[src/rtl/fetch_prefetch_unit.sv]
// Instruction prefetcher: issues 4-word burst reads, buffers {pc, word} pairs in a small FIFO
// and hands them one at a time to decode; redirect flushes the FIFO and drains any live burst.
module fetch_prefetch_unit #(
   parameter int                    ADDR_WIDTH = 32,
   parameter int                    DATA_WIDTH = 32,
   parameter logic [ADDR_WIDTH-1:0] START_ADDR = 32'h80020000,
   parameter logic [1:0]            BURST_CODE = 2'b01,
   parameter int                    BURST_LEN  = 4,
   parameter int                    FIFO_DEPTH = 8
) (
   input  logic                  clock,
   input  logic                  reset_n,
   output logic [ADDR_WIDTH-1:0] mem_address,
   output logic [1:0]            mem_access_size,
   output logic                  mem_rw,
   output logic                  mem_enable,
   input  logic                  mem_busy,
   input  logic [DATA_WIDTH-1:0] mem_data_out,
   input  logic                  stall,
   input  logic                  redirect,
   input  logic [ADDR_WIDTH-1:0] redirect_pc,
   output logic [DATA_WIDTH-1:0] insn,
   output logic [ADDR_WIDTH-1:0] insn_pc,
   output logic                  insn_valid
);

   localparam int PTR_W   = $clog2(FIFO_DEPTH);
   localparam int CNT_W   = PTR_W + 1;
   localparam int BEAT_W  = $clog2(BURST_LEN);
   localparam int DRAIN_W = BEAT_W + 1;

   typedef enum logic [1:0] {S_IDLE, S_REQ, S_RECV, S_DRAIN} state_t;

   state_t                r_state, w_state_next;
   logic [ADDR_WIDTH-1:0] r_fetch_pc, w_fetch_pc_next;
   logic [BEAT_W-1:0]     r_beat, w_beat_next;
   logic [DRAIN_W-1:0]    r_drain, w_drain_next;

   logic [DATA_WIDTH-1:0] r_fifo_data [FIFO_DEPTH];
   logic [ADDR_WIDTH-1:0] r_fifo_pc   [FIFO_DEPTH];
   logic [PTR_W-1:0]      r_rd_ptr, r_wr_ptr;
   logic [CNT_W-1:0]      r_count;

   logic [CNT_W-1:0]      w_count_next;
   logic [ADDR_WIDTH-1:0] w_redirect_pc;
   logic [ADDR_WIDTH-1:0] w_push_pc;
   logic [FIFO_DEPTH-1:0] w_wr_sel;
   logic                  w_push, w_pop, w_req_fire, w_credit_ok, w_last_beat;

   assign w_push        = (r_state == S_RECV) && !redirect;
   assign w_pop         = (r_count != '0) && !stall && !redirect;
   assign w_count_next  = r_count + CNT_W'(w_push) - CNT_W'(w_pop);
   // A new burst is only started when all of its words are guaranteed a slot.
   assign w_credit_ok   = (w_count_next <= CNT_W'(FIFO_DEPTH - BURST_LEN));
   assign w_req_fire    = (r_state == S_REQ) && !mem_busy;
   assign w_last_beat   = (r_beat == BEAT_W'(BURST_LEN - 1));
   assign w_redirect_pc = redirect_pc & ~ADDR_WIDTH'(3);
   assign w_push_pc     = r_fetch_pc + ADDR_WIDTH'({r_beat, 2'b00});

   always_comb begin
      w_state_next    = r_state;
      w_fetch_pc_next = r_fetch_pc;
      w_beat_next     = r_beat;
      w_drain_next    = r_drain;
      if (redirect) begin
         w_fetch_pc_next = w_redirect_pc;
         w_beat_next     = '0;
         w_state_next    = S_IDLE;
         w_drain_next    = '0;
         // Words still due after this edge must be swallowed before the next request.
         case (r_state)
            S_REQ: begin
               if (w_req_fire) begin
                  w_state_next = S_DRAIN;
                  w_drain_next = DRAIN_W'(BURST_LEN);
               end
            end
            S_RECV: begin
               if (!w_last_beat) begin
                  w_state_next = S_DRAIN;
                  w_drain_next = DRAIN_W'(BURST_LEN - 1) - DRAIN_W'(r_beat);
               end
            end
            S_DRAIN: begin
               if (r_drain > DRAIN_W'(1)) begin
                  w_state_next = S_DRAIN;
                  w_drain_next = r_drain - DRAIN_W'(1);
               end
            end
            default: ;
         endcase
      end else begin
         case (r_state)
            S_IDLE: begin
               if (!mem_busy && w_credit_ok) w_state_next = S_REQ;
            end
            S_REQ: begin
               if (w_req_fire) begin
                  w_state_next = S_RECV;
                  w_beat_next  = '0;
               end
            end
            S_RECV: begin
               w_beat_next = r_beat + BEAT_W'(1);
               if (w_last_beat) begin
                  w_beat_next     = '0;
                  w_fetch_pc_next = r_fetch_pc + ADDR_WIDTH'(4 * BURST_LEN);
                  w_state_next    = (!mem_busy && w_credit_ok) ? S_REQ : S_IDLE;
               end
            end
            S_DRAIN: begin
               w_drain_next = r_drain - DRAIN_W'(1);
               if (r_drain <= DRAIN_W'(1)) begin
                  w_state_next = S_IDLE;
                  w_drain_next = '0;
               end
            end
            default: w_state_next = S_IDLE;
         endcase
      end
   end

   always_ff @(posedge clock or negedge reset_n) begin
      if (!reset_n) begin
         r_state    <= S_IDLE;
         r_fetch_pc <= START_ADDR;
         r_beat     <= '0;
         r_drain    <= '0;
      end else begin
         r_state    <= w_state_next;
         r_fetch_pc <= w_fetch_pc_next;
         r_beat     <= w_beat_next;
         r_drain    <= w_drain_next;
      end
   end

   always_ff @(posedge clock or negedge reset_n) begin
      if (!reset_n) begin
         r_rd_ptr <= '0;
         r_wr_ptr <= '0;
         r_count  <= '0;
      end else if (redirect) begin
         r_rd_ptr <= '0;
         r_wr_ptr <= '0;
         r_count  <= '0;
      end else begin
         if (w_push) r_wr_ptr <= r_wr_ptr + PTR_W'(1);
         if (w_pop)  r_rd_ptr <= r_rd_ptr + PTR_W'(1);
         r_count <= w_count_next;
      end
   end

   genvar gi;
   generate
      for (gi = 0; gi < FIFO_DEPTH; gi++) begin : g_wr_sel
         assign w_wr_sel[gi] = w_push && (r_wr_ptr == PTR_W'(gi));
      end
   endgenerate

   // Entries are reset so that insn/insn_pc read as zero straight out of reset.
   always_ff @(posedge clock or negedge reset_n) begin
      if (!reset_n) begin
         for (int i = 0; i < FIFO_DEPTH; i++) begin
            r_fifo_data[i] <= '0;
            r_fifo_pc[i]   <= '0;
         end
      end else begin
         for (int i = 0; i < FIFO_DEPTH; i++) begin
            if (w_wr_sel[i]) begin
               r_fifo_data[i] <= mem_data_out;
               r_fifo_pc[i]   <= w_push_pc;
            end
         end
      end
   end

   assign mem_address     = r_fetch_pc;
   assign mem_access_size = BURST_CODE;
   assign mem_rw          = 1'b1;
   assign mem_enable      = w_req_fire;

   assign insn       = r_fifo_data[r_rd_ptr];
   assign insn_pc    = r_fifo_pc[r_rd_ptr];
   assign insn_valid = (r_count != '0);

endmodule

[config.mk]
export PLATFORM = sky130hd
export DESIGN_NAME = fetch_prefetch_unit
export DESIGN_NICKNAME = d
export VERILOG_FILES = /design/src/rtl/fetch_prefetch_unit.sv
export SDC_FILE = /design/constraint.sdc
export NUM_CORES = 1
export LEC_CHECK = 0
export CORE_UTILIZATION = 51
export CTS_BUF_LIST = sky130_fd_sc_hd__clkbuf_8 sky130_fd_sc_hd__clkbuf_16
export DETAILED_ROUTE_END_ITERATION = 8
export PLACE_DENSITY = 0.71
export SYNTH_ARGS = -nofsm -noshare
export SYNTH_HDL_FRONTEND = slang
export SYNTH_SLANG_ARGS = --single-unit
[constraint.sdc]
create_clock -name clock -period 5.5 [get_ports clock]
set_input_delay 0.825 -clock clock [delete_from_list [all_inputs] [get_ports clock]]
set_output_delay 0.825 -clock clock [all_outputs]
set_load 0.02 [all_outputs]
==> impl_metrics.yaml, run 1 <==
global_route:
  grt-ovfl-total: 0
  grt_use_met3: 0.0423
  grt_use_met2: 0.379
  grt_pass1_vias: 16900
  grt_antenna_before_repair: 2
  grt_usage: 0.240
  grt_pass1_wl_um: 93400
  grtUsageMet1: 0.349
  top_usage_layer: "met2"
  grt_max_degree: 171
sta:
  worst_slew_pin_slew_ps: 1210
  rsz0062_at_grt: "false"
  hold_violations: 0
  tns_ps: 0
  setup_violations: 0
  finClkSkew_ps: 26.1
  fin_crit_ps: 4290
  slew_headroom: 0.195
  fmax_mhz: 233
  period_share: 0.781
  slew_violations: 0
setup_path:
  r2r_start: "r_beat[0]"
  worst-path-buf-inv: 2
  cp.arrival_ps: 3470
  path_max_fanout: 43
  cp-end-kind: "output port"
  cp-startpoint: "r_rd_ptr[0]"
  crit_path_top_delay_cell: "dfrtp_4"
  crit_required_ps: 4680
  crit_chain: "buf_4 -> mux4_2 -> mux2_2 -> clkdlybuf4s50_1"
  max_stage_delay_ps: 1020
  crit_cells: 4
  critical-path-top-delay-family: "flip-flops"
  r2r_cells: 7
  start_kind: "flop"
  crit_type: "flop to output port"
route:
  drc: 0
  wl_um: 57500
  vias_per_cell: 5.78
  vias: 16300
  dr.pass1.iters: 5
  first_iter_violations: 1211
  routedWlPerCell_um: 20.4
  ant_nets: 0
logic_synthesis:
  ys_warn_count: 0
  ys_seq_area_frac: 0.546
  synthFlopType: "dfrtp_1"
  syn_area_um2: 24900
  synth_edf_count: 0
  yosysUniqueCellTypes: 54
  async_reset_ff_frac: 1.00
  synth_seq_cells: 543
  syn_avg_cell_area_um2: 12.0
  synthesis.instances: 2067
floorplan:
  dieArea_um2: 49700
  die_w_um: 223
  io_pins: 170
  die_h_um: 223
  rows: 80
  initial_utilization: 0.519
  core-area_um2: 47900
power_and_ir_drop:
  power_density_nw_per_um2: 486
  leakagePower_nw: 13.1
  irDropWorstVdd_v: 0.000242
clock_tree:
  hold_buffers: 0
  post_cts_buffers: 0
  cts.sinks: 543
  clk_path_buf_depth: 3
  cts_tree: "done"
  cts_buffers: 56
  insertion_delay_ps: 610
  clkTransAtPathRegs_ps: 60
  cts_root_buf: "clkbuf_16"
  h-tree-depth: 2
  cts-resized-gates: 0
cells_and_area:
  area_growth_pct: 15.9
  n_antenna_cell: 0
  final_layout_size_suffix_gt1_frac: 0.237
  multi_input_area_um2: 10700
  final_core_util: 0.602
  layout.nets: 2253
  regArea_um2: 13600
  num-fill-cells: 3693
placed_design:
  place.port_buffers: 160
  gp_congestion: 0.842
  dpl.hpwl_um: 34000
run_status:
  status: "completed"
min_path:
  hold_class: "input pin to async pin"
flow_run:
  max-cap-violations: 0
## worst paths after layout
kind | endpoint | slack [ps]
min reg2reg | r_fifo_data[26] | 470
min | r_fifo_pc[113] | 270
max reg2reg | r_fifo_pc[144] | 2200
min in group clock | r_fifo_data[26] | 470
max | insn_pc[28] | 1210
max in group asynchronous | r_fifo_data[81] | 3750
## worst register-to-register path: stages (launching register included)
cell,delay (ps)
dfrtp_1,440
ha_1,230
inv_1,60
fa_1,470
nor4_1,830
nand3_1,190
xor2_1,660
o21ai_0,220
## per-stage QoR
stage                     hold WS, ps  setup slack (ps)  cells  power, mW  instance area [µm²]
final                             270              1210   2823       14.0                28800
after global routing              340              1010   2823       14.8                28800
after detailed placement          458              1770   2721       10.3                27000
after global placement            454              1770   2721       10.1                27000
after CTS                         317              1100   2823       14.2                28800
after floorplan                   440              2720   2072       8.65                24900
## where the power goes
group	leakage [nW]	internal (mW)	switching [mW]
registers	7.31	4.98	0.682
clock network	0.999	2.26	1.54
logic	4.77	2.53	2.04
## metal layers
layer | wire, µm | vias up | part of all wire
met2 | 27200 | 391 | 0.47
li1 | - | 7415 | -
met4 | 977 | 4 | 0.017
met1 | 26300 | 8444 | 0.46
met3 | 2950 | 73 | 0.051
met5 | 25 | - | 0.00043
## sequential cells by signal, summed over array words and instances, names as in the netlist
| name | count |
|---|---|
| mem_address | 30 |
| r_beat | 2 |
| r_count | 4 |
| r_drain | 3 |
| r_fifo_data | 256 |
| r_fifo_pc | 240 |
| r_rd_ptr | 3 |
| r_state | 2 |
| r_wr_ptr | 3 |
## cells in the final DEF, fill, tap and decap left out, drive strengths merged, types with 31 or more instances in the layout
cell type / synthesis / final
dfrtp: 541 / 541
nor2: 31 / 31
xnor2: 33 / 33
inv: 18 / 36
nand2: 484 / 484
o21ai: 264 / 264
mux4: 124 / 124
clkdlybuf4s50: 0 / 158
clkbuf: 107 / 71
mux2: 263 / 263
## final cells by class
| cell class | instances | area share |
|---|---|---|
| Sequential cell | 543 | 0.471 |
| Multi-Input combinational cell | 1361 | 0.371 |
| Tap cell | 615 | 0.0267 |
| Clock inverter | 31 | 0.00846 |
| Timing Repair Buffer | 184 | 0.0639 |
| Clock buffer | 71 | 0.0565 |
| Inverter | 18 | 0.00234 |
## kinds of logic (layout without fill, tap and decap cells)
group,Yosys count,in the layout,share of synthesized area
xor gates and xnor gates,61,61,0.0218
and+or+nand+nor,599,599,0.102
other,2,7,0.000302
buffers and inverters,168,304,0.0283
muxes,390,390,0.232
DFF,543,543,0.546
AOI/OAI and AO/OA,284,284,0.0584
adders and majority gates,20,20,0.0107
## Yosys cell counts (10+ instances only)
library cell    n  area share
nand3_1        18      0.0036
nand2_1       484       0.073
buf_2          29      0.0058
mux4_2        124        0.11
o21ai_1        17      0.0034
xnor2_1        32       0.011
a21oi_1        10      0.0020
xor2_1         28      0.0099
ha_1           18      0.0090
o21ai_0       247       0.050
dfrtp_1       541        0.54
mux2_2        263        0.12
inv_1          18      0.0027
nor2_1         31      0.0047
clkbuf_1      105       0.016
Power figures use the tool's default switching activity.
==> inputs of run 2 (changes only) <==
PLACE_DENSITY = 0.73   (was 0.71)
clock period = 3.7 ns   (was 5.5 ns; I/O delays follow)
==> impl_metrics.yaml, run 2 (synthesis results as in run 1) <==
sta:
  slew_headroom: 0.327
  tns_ps: 0
  period_share: 0.977
  fin_crit_ps: 3620
  setup_slack_ps: 83.4
  worst_slew_pin_slew_ps: 1000
  setup_violations: 0
  finClkSkew_ps: 16.1
  slew_violations: 0
  hold_violations: 0
  fmax_mhz: 277
  rsz0062_at_grt: "false"
route:
  dr.pass1.iters: 8
  wl_um: 59000
  vias_per_cell: 5.79
  ant_nets: 0
  routedWlPerCell_um: 20.7
  vias: 16500
  drc: 0
  first_iter_violations: 1216
cells_and_area:
  final_layout_size_suffix_gt1_frac: 0.247
  layout_common_cells: "dfrtp_1 (538), nand2_1 (479), mux2_2 (263), o21ai_0 (247), clkdlybuf4s50_1 (158)"
  largest_register_ffs: 256
  area_growth_pct: 17.5
  regMostFlops: "r_fifo_data"
  n_antenna_cell: 0
  layout.nets: 2276
  layout_commonest_cell: "dfrtp_1"
global_route:
  grt_use_met3: 0.0309
  grt-ovfl-total: 0
  grt_pass1_vias: 17000
  grtUsageMet1: 0.340
  grt_max_degree: 107
  grt_use_met2: 0.400
  top_usage_layer: "met2"
  grt_pass1_wl_um: 94000
  grt_usage: 0.243
  grt_antenna_before_repair: 1
min_path:
  hold_class: "input pin to flop"
setup_path:
  critical-path-top-delay-family: "flip-flops"
  r2r_cells: 7
  r2r_slack_ps: 670
  path_max_fanout: 40
  max_stage_delay_ps: 890
  crit_required_ps: 3140
  worst-path-buf-inv: 2
  rr_endpoint: "r_fifo_pc[152]"
  crit_type: "flop to output port"
  cp-startpoint: "r_rd_ptr[1]"
  cp-end-kind: "output port"
  r2r_start: "r_beat[0]"
  crit_cells: 4
  crit_path_top_delay_cell: "dfrtp_4"
  crit_end: "insn[3]"
  start_kind: "flop"
  crit_chain: "buf_4 -> mux4_2 -> mux2_2 -> clkdlybuf4s50_1"
  cp.arrival_ps: 3060
floorplan:
  core-area_um2: 47900
  die_h_um: 223
  io_pins: 170
  dieArea_um2: 49700
  die_w_um: 223
  rows: 80
  initial_utilization: 0.519
power_and_ir_drop:
  leakagePower_nw: 13.3
  power_density_nw_per_um2: 721
  p_clk_frac: 0.271
  p_switching_mw: 6.39
  irDropWorstVdd_v: 0.000497
  p_int_mw: 14.7
  seq_power_share: 0.396
  pwr-share-comb: 0.333
  swShare: 0.303
placed_design:
  gp_congestion: 0.870
  dpl.hpwl_um: 37100
  place.port_buffers: 160
  dpl_worst_slack_ps: 654
clock_tree:
  cts_tree: "done"
  cts_root_buf: "clkbuf_16"
  clkTransAtPathRegs_ps: 60
  clk_path_buf_depth: 3
  cts.sinks: 543
  post_cts_buffers: 0
  cts_buffers: 53
  h-tree-depth: 2
  insertion_delay_ps: 600
flow_run:
  max-cap-violations: 0
run_status:
  status: "completed"
-- run 2: final cells by class --
| type | instances | area (µm²) |
|---|---|---|
| Timing Repair Buffer | 210 | 2230 |
| Tap cell | 615 | 769 |
| Fill cell | 3655 | 18700 |
| Inverter | 18 | 67.6 |
| Multi-Input combinational cell | 1361 | 10700 |
| Sequential cell | 543 | 13600 |
| Clock inverter | 27 | 275 |
| Clock buffer | 72 | 1610 |
-- run 2: power groups by stage --
| stage | logic [mW] | clock network [mW] | registers [mW] |
|---|---|---|---|
| 2_1_floorplan | 4.83 | 0 | 8.04 |
| 3_3_place_gp | 6.91 | 0 | 8.27 |
| 3_5_place_dp | 7.07 | 0 | 8.41 |
| 4_1_cts | 7.12 | 5.81 | 8.32 |
| 5_1_grt | 7.56 | 6.04 | 8.51 |
| 6_report | 7.02 | 5.72 | 8.34 |
-- run 2: repair_timing --
action | 4_1_cts | 5_1_grt
resized for setup | 0 | 0
endpoints found under the hold margin | 24 | 0
setup endpoints to repair | 0 | 0
hold buffers | 1 | 0
-- run 2: routing by layer --
layer  routed length, µm  vias to the layer above
met5                  13                        -
met4                1380                        2
met3                2970                       98
met2               28800                      456
met1               25800                     8482
li1                    -                     7432
-- run 2: worst min-delay path: stages --
cell and delay [ps]:
buf_2 120, inv_1 140, and2_1 170
-- run 2: how the worst min path moves through the flow --
stage | end | depth (start not counted) | start | slack, ps
after floorplan | mem_address[10] | 0 | reset_n | 260
after global placement | r_fifo_data[133] | 2 | r_fifo_data[133] | 450
after detailed placement | r_fifo_data[26] | 2 | r_fifo_data[26] | 460
after CTS | r_count[3] | 3 | redirect | 420
after global routing | r_count[3] | 3 | redirect | 470
final | r_count[3] | 3 | redirect | 430
-- run 2: metrics by stage --
step | utilization | instances | hold slack [ps] | cell area [µm²] | total power, mW
after floorplan | - | 2072 | 259 | 24900 | 12.9
after global routing | 0.610 | 2846 | 465 | 29200 | 22.1
after global placement | 0.570 | 2746 | 454 | 27400 | 15.2
final | 0.610 | 2846 | 430 | 29200 | 21.1
after CTS | 0.610 | 2846 | 417 | 29200 | 21.2
after detailed placement | 0.570 | 2746 | 458 | 27400 | 15.5
==> inputs of run 3 (changes only) <==
ABC_CLOCK_PERIOD_IN_PS = 4400   (was not set)
PLACE_DENSITY = 0.71   (was 0.73)
clock period = 4.4 ns   (was 3.7 ns; I/O delays follow)
==> impl_metrics.yaml, run 3 (synthesis results as in run 1) <==
placed_design:
  dpl.hpwl_um: 35500
  dp.cells: 2732
  place.port_buffers: 160
  gp_congestion: 0.853
  dpl_worst_slack_ps: 955
min_path:
  hold_class: "input pin to async pin"
setup_path:
  cp-end-kind: "output port"
  path_max_fanout: 34
  crit_required_ps: 3740
  crit_type: "flop to output port"
  cp.arrival_ps: 3160
  start_kind: "flop"
  max_stage_delay_ps: 750
  crit_chain: "buf_12 -> mux4_2 -> mux2_2 -> clkdlybuf4s50_1"
  crit_path_top_delay_cell: "dfrtp_4"
cells_and_area:
  regArea_um2: 13600
  final_layout_size_suffix_gt1_frac: 0.240
  layout_commonest_cell: "dfrtp_1"
  layout_common_cells: "dfrtp_1 (538), nand2_1 (479), mux2_2 (263), o21ai_0 (247), clkdlybuf4s50_1 (158)"
  area_growth_pct: 16.3
  regMostFlops: "r_fifo_data"
  post_layout_nonfiller_instances: 2833
  num-fill-cells: 3698
  largest_register_ffs: 256
  multi_input_area_um2: 10700
  n_antenna_cell: 0
  layout.nets: 2263
route:
  ant_nets: 0
  vias_per_cell: 5.76
  wl_met2_um: 28200
  dr.pass1.iters: 5
  wl_um: 58400
  drc: 0
  wl_met1_um: 26000
  routedWlPerCell_um: 20.6
  first_iter_violations: 1105
  top_layer_used: "met5"
  vias: 16300
  met3_length_um: 2850
global_route:
  grt_max_degree: 110
  grt_antenna_before_repair: 2
  grt_usage: 0.244
  grt-ovfl-total: 0
  grt_pass1_vias: 17200
  grt_pass1_wl_um: 94900
clock_tree:
  clk_path_buf_depth: 3
  cts_root_buf: "clkbuf_16"
  post_cts_buffers: 0
  insertion_delay_ps: 600
  cts-resized-gates: 0
  hold_buffers: 0
  cts.sinks: 543
  h-tree-depth: 2
  cts_tree: "done"
  cts_buffers: 55
  clkTransAtPathRegs_ps: 60
run_status:
  status: "completed"
sta:
  period_share: 0.869
  tns_ps: 0
  hold_ws_ps: 154
  finClkSkew_ps: 23.0
  setup_slack_ps: 578
  setup_violations: 0
  slew_headroom: 0.240
  fin_crit_ps: 3820
  slew_violations: 0
  hold_violations: 0
  rsz0062_at_grt: "false"
  fmax_mhz: 262
  worst_slew_pin_slew_ps: 1140
power_and_ir_drop:
  p_switching_mw: 5.34
  power_density_nw_per_um2: 605
  p_clk_frac: 0.267
  leakagePower_nw: 13.1
  pwr-share-comb: 0.332
  irDropWorstVdd_v: 0.000289
  seq_power_share: 0.401
  swShare: 0.305
  p_int_mw: 12.2
floorplan:
  die_w_um: 223
  dieArea_um2: 49700
  initial_utilization: 0.519
  io_pins: 170
  rows: 80
  core-area_um2: 47900
  die_h_um: 223
flow_run:
  max-cap-violations: 0
-- run 3: stage by stage --
step	area, µm²	utilization	total power [mW]
2_1_floorplan	24900	-	10.8
3_3_place_gp	27100	0.566	12.7
3_5_place_dp	27100	0.566	13.0
4_1_cts	28900	0.604	17.7
5_1_grt	28900	0.604	18.4
6_report	28900	0.604	17.5
-- run 3: worst max-delay path, delay by kind of cell (launching register included) --
kind / cells / cell delay, ps
DFF: 1 / 750
muxes: 2 / 840
buffers and inverters: 2 / 950
-- run 3: cell type report --
class	instances	share of cell area
Sequential cell	543	0.470
Multi-Input combinational cell	1361	0.369
Timing Repair Buffer	195	0.0687
Clock buffer	65	0.0531
Tap cell	615	0.0266
Clock inverter	36	0.00981
Inverter	18	0.00233
-- run 3: routing by layer --
metal	GRT usage	vias to the layer above
met2	0.396	376
met1	0.341	8416
met4	0.0623	4
met5	0	-
li1	-	7435
met3	0.0470	98
-- run 3: final timing paths --
check / from / endpoint / slack, ps / cells past startpoint
worst min register to register: r_fifo_data[148] / r_fifo_data[148] / 470 / 2
min in group clock: r_fifo_data[148] / r_fifo_data[148] / 470 / 2
worst max register to register: r_state[1] / r_fifo_pc[105] / 1200 / 6
worst max-delay path: r_rd_ptr[0] / insn_pc[8] / 580 / 4
worst min-delay path: reset_n / r_fifo_pc[113] / 150 / 1
max in group asynchronous: reset_n / mem_address[17] / 3190 / 2
-- run 3: power groups by stage --
stage / Sequential, mW / Combinational, mW / Clock (mW)
global route: 7.18 / 6.27 / 4.97
global placement: 6.98 / 5.73 / 0
floorplan: 6.76 / 4.06 / 0
CTS: 7.02 / 5.90 / 4.77
finish: 7.02 / 5.81 / 4.68
detailed placement: 7.10 / 5.86 / 0
